--- src/rtl/sram_march_bist.sv ---
// March C- built-in self-test for the test-chip SRAM macros on the shared port-0 bus.
// One macro is selected per run; mismatches are counted and the first one is captured.
module sram_march_bist #(
   parameter int unsigned ADDR_WIDTH   = 16,
   parameter int unsigned DATA_WIDTH   = 32,
   parameter int unsigned WMASK_WIDTH  = 4,
   parameter int unsigned NUM_CHIPS    = 16,
   parameter int unsigned READ_LATENCY = 2
) (
   input  logic                   clk,
   input  logic                   resetn,
   input  logic                   start,
   input  logic                   abort,
   input  logic [3:0]             chip_sel,
   input  logic [ADDR_WIDTH-1:0]  last_addr,
   input  logic [DATA_WIDTH-1:0]  cmp_mask,
   input  logic [DATA_WIDTH-1:0]  rdata_in,
   output logic [ADDR_WIDTH-1:0]  addr0,
   output logic [DATA_WIDTH-1:0]  din0,
   output logic                   web0,
   output logic [WMASK_WIDTH-1:0] wmask0,
   output logic [NUM_CHIPS-1:0]   csb0,
   output logic                   busy,
   output logic                   done,
   output logic                   pass,
   output logic [15:0]            fail_count,
   output logic [ADDR_WIDTH-1:0]  fail_addr,
   output logic [DATA_WIDTH-1:0]  fail_expected,
   output logic [DATA_WIDTH-1:0]  fail_actual,
   output logic [2:0]             march_elem
);

   localparam int unsigned CntW = $clog2(READ_LATENCY + 1);

   typedef enum logic [2:0] {StIdle, StWrite, StRead, StWait, StNext, StDone} state_e;

   state_e                 state_q, state_d;
   logic [2:0]             elem_q, elem_d;
   logic [ADDR_WIDTH-1:0]  addr_q, addr_d;
   logic [ADDR_WIDTH-1:0]  last_q, last_d;
   logic [CntW-1:0]        wait_q, wait_d;
   logic [3:0]             chip_q, chip_d;
   logic [DATA_WIDTH-1:0]  mask_q, mask_d;
   logic [15:0]            fcnt_q, fcnt_d;
   logic [ADDR_WIDTH-1:0]  faddr_q, faddr_d;
   logic [DATA_WIDTH-1:0]  fexp_q, fexp_d;
   logic [DATA_WIDTH-1:0]  fact_q, fact_d;
   logic                   pass_q, pass_d;
   logic [NUM_CHIPS-1:0]   csb0_q, csb0_d;
   logic                   web0_q, web0_d;
   logic [WMASK_WIDTH-1:0] wmask0_q, wmask0_d;
   logic [DATA_WIDTH-1:0]  din0_q, din0_d;
   logic                   busy_q, busy_d;
   logic                   done_q, done_d;

   logic                   advance;
   logic                   last_of_elem;
   logic                   mismatch;
   logic [DATA_WIDTH-1:0]  exp_data;

   // Element table: E0 w0 | E1 r0,w1 | E2 r1,w0 | E3 down r0,w1 | E4 down r1,w0 | E5 r0
   function automatic logic el_reads(input logic [2:0] e);
      return e != 3'd0;
   endfunction

   function automatic logic el_writes(input logic [2:0] e);
      return e != 3'd5;
   endfunction

   function automatic logic el_desc(input logic [2:0] e);
      return (e == 3'd3) || (e == 3'd4);
   endfunction

   function automatic logic el_rval(input logic [2:0] e);
      return (e == 3'd2) || (e == 3'd4);
   endfunction

   function automatic logic el_wval(input logic [2:0] e);
      return (e == 3'd1) || (e == 3'd3);
   endfunction

   function automatic state_e el_first(input logic [2:0] e);
      return el_reads(e) ? StRead : StWrite;
   endfunction

   always_comb begin
      state_d  = state_q;
      elem_d   = elem_q;
      addr_d   = addr_q;
      last_d   = last_q;
      wait_d   = wait_q;
      chip_d   = chip_q;
      mask_d   = mask_q;
      fcnt_d   = fcnt_q;
      faddr_d  = faddr_q;
      fexp_d   = fexp_q;
      fact_d   = fact_q;
      pass_d   = pass_q;
      advance  = 1'b0;
      exp_data = {DATA_WIDTH{el_rval(elem_q)}};
      mismatch = |((rdata_in ^ exp_data) & mask_q);
      last_of_elem = el_desc(elem_q) ? (addr_q == '0) : (addr_q == last_q);

      case (state_q)
         StIdle: begin
            if (start && !abort) begin
               chip_d  = chip_sel;
               last_d  = last_addr;
               mask_d  = cmp_mask;
               pass_d  = 1'b0;
               fcnt_d  = '0;
               faddr_d = '0;
               fexp_d  = '0;
               fact_d  = '0;
               elem_d  = 3'd0;
               addr_d  = '0;
               state_d = StWrite;
            end
         end
         StWrite: begin
            if (abort) state_d = StIdle;
            else       advance = 1'b1;
         end
         StRead: begin
            if (abort) begin
               state_d = StIdle;
            end else begin
               state_d = StWait;
               wait_d  = CntW'(1);
            end
         end
         StWait: begin
            if (abort) begin
               state_d = StIdle;
            end else if (wait_q == CntW'(READ_LATENCY)) begin
               if (mismatch) begin
                  if (fcnt_q == '0) begin
                     faddr_d = addr_q;
                     fexp_d  = exp_data & mask_q;
                     fact_d  = rdata_in & mask_q;
                  end
                  if (fcnt_q != '1) fcnt_d = fcnt_q + 16'd1;
               end
               if (el_writes(elem_q)) state_d = StWrite;
               else                   advance = 1'b1;
            end else begin
               wait_d = wait_q + CntW'(1);
            end
         end
         StDone:  state_d = StIdle;
         default: state_d = StIdle;
      endcase

      // Next address/element is chosen in the last op cycle, so no bubble cycles appear.
      if (advance) begin
         if (!last_of_elem) begin
            addr_d  = el_desc(elem_q) ? addr_q - ADDR_WIDTH'(1) : addr_q + ADDR_WIDTH'(1);
            state_d = el_first(elem_q);
         end else if (elem_q == 3'd5) begin
            state_d = StDone;
         end else begin
            elem_d  = elem_q + 3'd1;
            addr_d  = el_desc(elem_d) ? last_q : '0;
            state_d = el_first(elem_d);
         end
      end

      if (state_d == StDone) pass_d = (fcnt_d == '0);

      csb0_d   = ((state_d == StRead) || (state_d == StWrite)) ?
                 ~(NUM_CHIPS'(1) << chip_d) : '1;
      web0_d   = (state_d != StWrite);
      wmask0_d = (state_d == StWrite) ? '1 : '0;
      din0_d   = (state_d == StWrite) ? {DATA_WIDTH{el_wval(elem_d)}} : '0;
      busy_d   = (state_d == StWrite) || (state_d == StRead) || (state_d == StWait);
      done_d   = (state_d == StDone);
   end

   always_ff @(posedge clk or negedge resetn) begin
      if (!resetn) begin
         state_q  <= StIdle;
         elem_q   <= '0;
         addr_q   <= '0;
         last_q   <= '0;
         wait_q   <= '0;
         chip_q   <= '0;
         mask_q   <= '0;
         fcnt_q   <= '0;
         faddr_q  <= '0;
         fexp_q   <= '0;
         fact_q   <= '0;
         pass_q   <= 1'b0;
         csb0_q   <= '1;
         web0_q   <= 1'b1;
         wmask0_q <= '0;
         din0_q   <= '0;
         busy_q   <= 1'b0;
         done_q   <= 1'b0;
      end else begin
         state_q  <= state_d;
         elem_q   <= elem_d;
         addr_q   <= addr_d;
         last_q   <= last_d;
         wait_q   <= wait_d;
         chip_q   <= chip_d;
         mask_q   <= mask_d;
         fcnt_q   <= fcnt_d;
         faddr_q  <= faddr_d;
         fexp_q   <= fexp_d;
         fact_q   <= fact_d;
         pass_q   <= pass_d;
         csb0_q   <= csb0_d;
         web0_q   <= web0_d;
         wmask0_q <= wmask0_d;
         din0_q   <= din0_d;
         busy_q   <= busy_d;
         done_q   <= done_d;
      end
   end

   assign addr0         = addr_q;
   assign din0          = din0_q;
   assign web0          = web0_q;
   assign wmask0        = wmask0_q;
   assign csb0          = csb0_q;
   assign busy          = busy_q;
   assign done          = done_q;
   assign pass          = pass_q;
   assign fail_count    = fcnt_q;
   assign fail_addr     = faddr_q;
   assign fail_expected = fexp_q;
   assign fail_actual   = fact_q;
   assign march_elem    = elem_q;

endmodule

--- config.mk ---
export PLATFORM = sky130hd
export DESIGN_NAME = sram_march_bist
export DESIGN_NICKNAME = d
export VERILOG_FILES = /design/src/rtl/sram_march_bist.sv
export SDC_FILE = /design/constraint.sdc
export NUM_CORES = 1
export LEC_CHECK = 0
export BUFFER_PORTS_ARGS = -buffer_cell sky130_fd_sc_hd__buf_4
export CORE_MARGIN = 2
export CORE_UTILIZATION = 35
export CTS_CLUSTER_DIAMETER = 50
export DETAILED_ROUTE_END_ITERATION = 7
export GPL_TIMING_DRIVEN = 0
export SYNTH_ARGS = -nofsm -noshare
export SYNTH_HDL_FRONTEND = slang
export SYNTH_SLANG_ARGS = --single-unit
--- constraint.sdc ---
create_clock -name clk -period 6.3 [get_ports clk]
set_input_delay 1.26 -clock clk [delete_from_list [all_inputs] [get_ports clk]]
set_output_delay 1.26 -clock clk [all_outputs]
set_load 0.02 [all_outputs]
==> run_results.csv <==
group,metric,value,unit
global_routing,grt_pass1_wl,48.3,mm
clocking,path_clk_slew,0.07,ns
synth,synth.distinct_cells,61,
critical_path,slowest_stage,"dfrtp_1",
synth,syn-num-nets,1198,
global_routing,grt_usage,21.7,%
timing,hold_violations,0,
synth,yosys-top-cells-area,"dfrtp_1 46%, nand2_1 13%, dfstp_2 4.6%",
synth,syn_inst,1087,
clocking,clk_path_buf_depth,2,
synth,yosys_warnings,0,
clocking,cts_buffers,17,
drt,wl,31.4,mm
timing,slew_headroom,39.0,%
drt,drt-initial-drc-count,813,
global_routing,grt_max_degree,108,
synth,synth-main-ff-cell,"dfrtp_1",
drt,firstDrtPassIters,5,
timing,rsz0062_at_grt,"false",
clocking,insertion_delay,0.44,ns
synth,ys_seq_area_share,50.5,%
critical_path,worstPathCellList,"inv_1 -> ha_1 -> mux2i_1 -> inv_1 -> ha_1 -> a21o_1 -> a21o_1 -> a2111oi_2 -> nor3_1 -> nor3_1 -> nor4b_1 -> o21a_1 -> o21ai_1 -> and4bb_1 -> a21oi_1 -> o31ai_1",
critical_path,crit_path_end_kind,"register",
timing,clock.fmax,0.238,GHz
clocking,clock_tree.root_cell,"clkbuf_16",
clocking,cts_tree,"done",
synth,yosys-top-cells-count,"322 x nand2_1, 177 x dfrtp_1, 65 x o21ai_1",
global_routing,overflow,0,
timing,worst_clock_skew,0.0185,ns
die,dieArea,0.0289,sq mm
synth,synth_top_area_cell,"dfrtp_1",
clocking,cts_sinks,194,
global_routing,grt_pass1_vias,8609,
pwr,cellPowerDensity,240,mW/mm^2
critical_path,crit_fanout,15,
synth,syn_area_per_cell,8.88,sq um
timing,tightestPinTransition,0.914,ns
synth,synth_xor_area_share,2.90,%
drt,vias,8829,
critical_path,path_delay_family,"compound AO/OA/AOI/OAI gates",
clocking,cts_post_setup_buffers_inserted,0,
run_status,status,"completed",
final_layout,syn_to_final_growth,30.8,%
synth,synthAdderAreaFrac,3.06,%
timing,tns,0,ns
placement,io_buffers,258,
die,io_pins,259,
synth,synth-async-reset-ratio,100,%
critical_path,max_stage_delay,0.45,ns
critical_path,cp-start-kind,"register",
synth,synth_edf_count,0,
die,start_util,35.7,%
critical_path,required,6.64,ns
synth,synth-seq-cells,194,
drt,wl_per_cell,18.2,um
clocking,ctsHoldBuffers,0,
synth,yosys.cell_count.top_type,"nand2_1",
timing,fin_crit_sh,66.6,%
timing,setup_viol,0,
clocking,htree_levels,4,
run,maxCapViolCount,0,
pwr,leakagePower,6.04,nW
placement,gp_congestion,0.921,
die,die_h,170,um
placement,dpl.hpwl,23.7,mm
final_layout,utilization,46.7,%
synth,synth.area.mux_share,1.27,%
timing,period_minus_slack,4.20,ns
drt,avgViaCountPerCell,5.13,
synth,synth_compound_area_share,13.8,%
critical_path,arrival,4.53,ns
die,coreArea,0.0270,sq mm
die,chipWidth,170,um
pwr,ir_drop,0.169,mV
synth,synth_top_area_share,45.9,%
clocking,ctsResizeCount,0,
drt,ant_nets,0,
critical_path,critPathKind,"register to register",
drt,drcViolationCount,0,
synth,synthesis.area,0.00966,sq mm
final_layout,final_nets,1476,
timing,slew_violations,0,
final_layout,final_layout_size_suffix_gt1_share,26.4,%
die,num_rows,60,
hold_path,min_path_type,"register to register",
critical_path,path_buf_inv,2,
synth,synth_top_family_by_area,"simple AND/OR/NAND/NOR gates",
global_routing,antenna_found_initial,1,
synth,synth-simple-area-share,22.1,%
-- area by class of cell --
type                            count  area (sq um)
Fill cell                        2650         14400
Sequential cell                   194          4880
Multi-Input combinational cell    770          4170
Timing Repair Buffer              259          1970
Buffer                             88           482
Clock buffer                       18           429
Tap cell                          341           427
Clock inverter                     14           148
Inverter                           35           131
Antenna cell                        1          2.50
-- cells by family after synthesis --
family / after synthesis
adders and majority gates: 23
muxes: 11
xor gates and xnor gates: 32
buffers and inverters: 123
and+or+nand+nor: 494
DFF: 194
AOI/OAI and AO/OA: 210
-- registers in the layout, indices dropped and copies added (netlist names), 16 cells and up --
| name | cells |
|---|---|
| last_q | 16 |
| mask_q | 32 |
| fail_count | 16 |
| fail_actual | 32 |
| csb0 | 16 |
| fail_addr | 16 |
| fail_expected | 32 |
| addr0 | 16 |
-- layer usage --
metal  part of all wire [%]  vias up  global-route usage (%)
met4                    1.8        0                    6.54
met3                    7.0       30                    4.53
met1                     43     4232                    28.5
met5                      0        -                       0
li1                       -     4240                       -
met2                     48      327                    36.0
-- per-stage QoR --
| step | cells | power [mW] | hold slack [ns] | setup WS [ns] | cell area, sq um |
|---|---|---|---|---|---|
| final | 1720 | 3.03 | 0.488 | 2.10 | 12600 |
| after global routing | 1720 | 3.17 | 0.509 | 1.72 | 12600 |
| after CTS | 1719 | 3.05 | 0.489 | 2.07 | 12600 |
| after detailed placement | 1687 | 1.97 | 0.470 | 2.10 | 12100 |
| after global placement | 1686 | 1.96 | 0.467 | 2.12 | 12000 |
| after floorplan | 1087 | 1.74 | 0.453 | 2.56 | 9660 |
-- cells in the final DEF (no fill, tap or decap), drive strengths merged, types with 3 or more instances in the layout --
cell type,synthesis,layout
or2,4,4
nor4b,3,3
clkinv,0,7
nor2,42,42
a22o,9,9
nor3,15,15
o31ai,24,24
o211ai,5,5
nand4,16,16
o311ai,4,4
o2111ai,4,4
clkbuf,35,53
inv,35,41
ha,22,22
or3,6,6
dfstp,17,17
nor4,12,12
dfrtp,177,177
o21ai,101,101
nand3,42,42
mux2i,11,11
a31oi,4,4
a21o,8,8
a21oi,15,15
nand2,322,322
xnor2,27,27
o22ai,6,6
a22oi,14,14
and3,7,7
xor2,5,5
buf,53,312
nand2b,16,16
-- worst reg2reg max path, delay by kind of cell, from the launching register on --
kind,cells,cell delay [ns]
adder cells (fa/ha/maj),2,0.65
buffers and inverters,2,0.49
flip-flops,1,0.45
AND/OR/NAND/NOR,4,0.71
AO/OA/AOI/OAI,7,1.43
multiplexers,1,0.37
-- where the power goes --
group	internal [mW]	switching, mW	total [mW]
Sequential	1.36	0.129	1.48
Combinational	0.188	0.274	0.462
Clock	0.529	0.552	1.08
Total	2.07	0.955	3.03
-- path summary, 6_finish.rpt --
| path | start | end | slack, ns | cells after the start |
|---|---|---|---|---|
| max in group asynchronous | resetn | addr0[13] | 4.46 | 2 |
| worst max-delay path | march_elem[0] | addr0[15] | 2.10 | 16 |
| worst min-delay path | fail_addr[12] | fail_addr[12] | 0.49 | 2 |
| worst min register to register | fail_addr[12] | fail_addr[12] | 0.49 | 2 |
| min in group asynchronous | resetn | fail_expected[16] | 0.87 | 1 |
| worst max register to register | march_elem[0] | addr0[15] | 2.10 | 16 |
(Power assumes the default switching activity.)
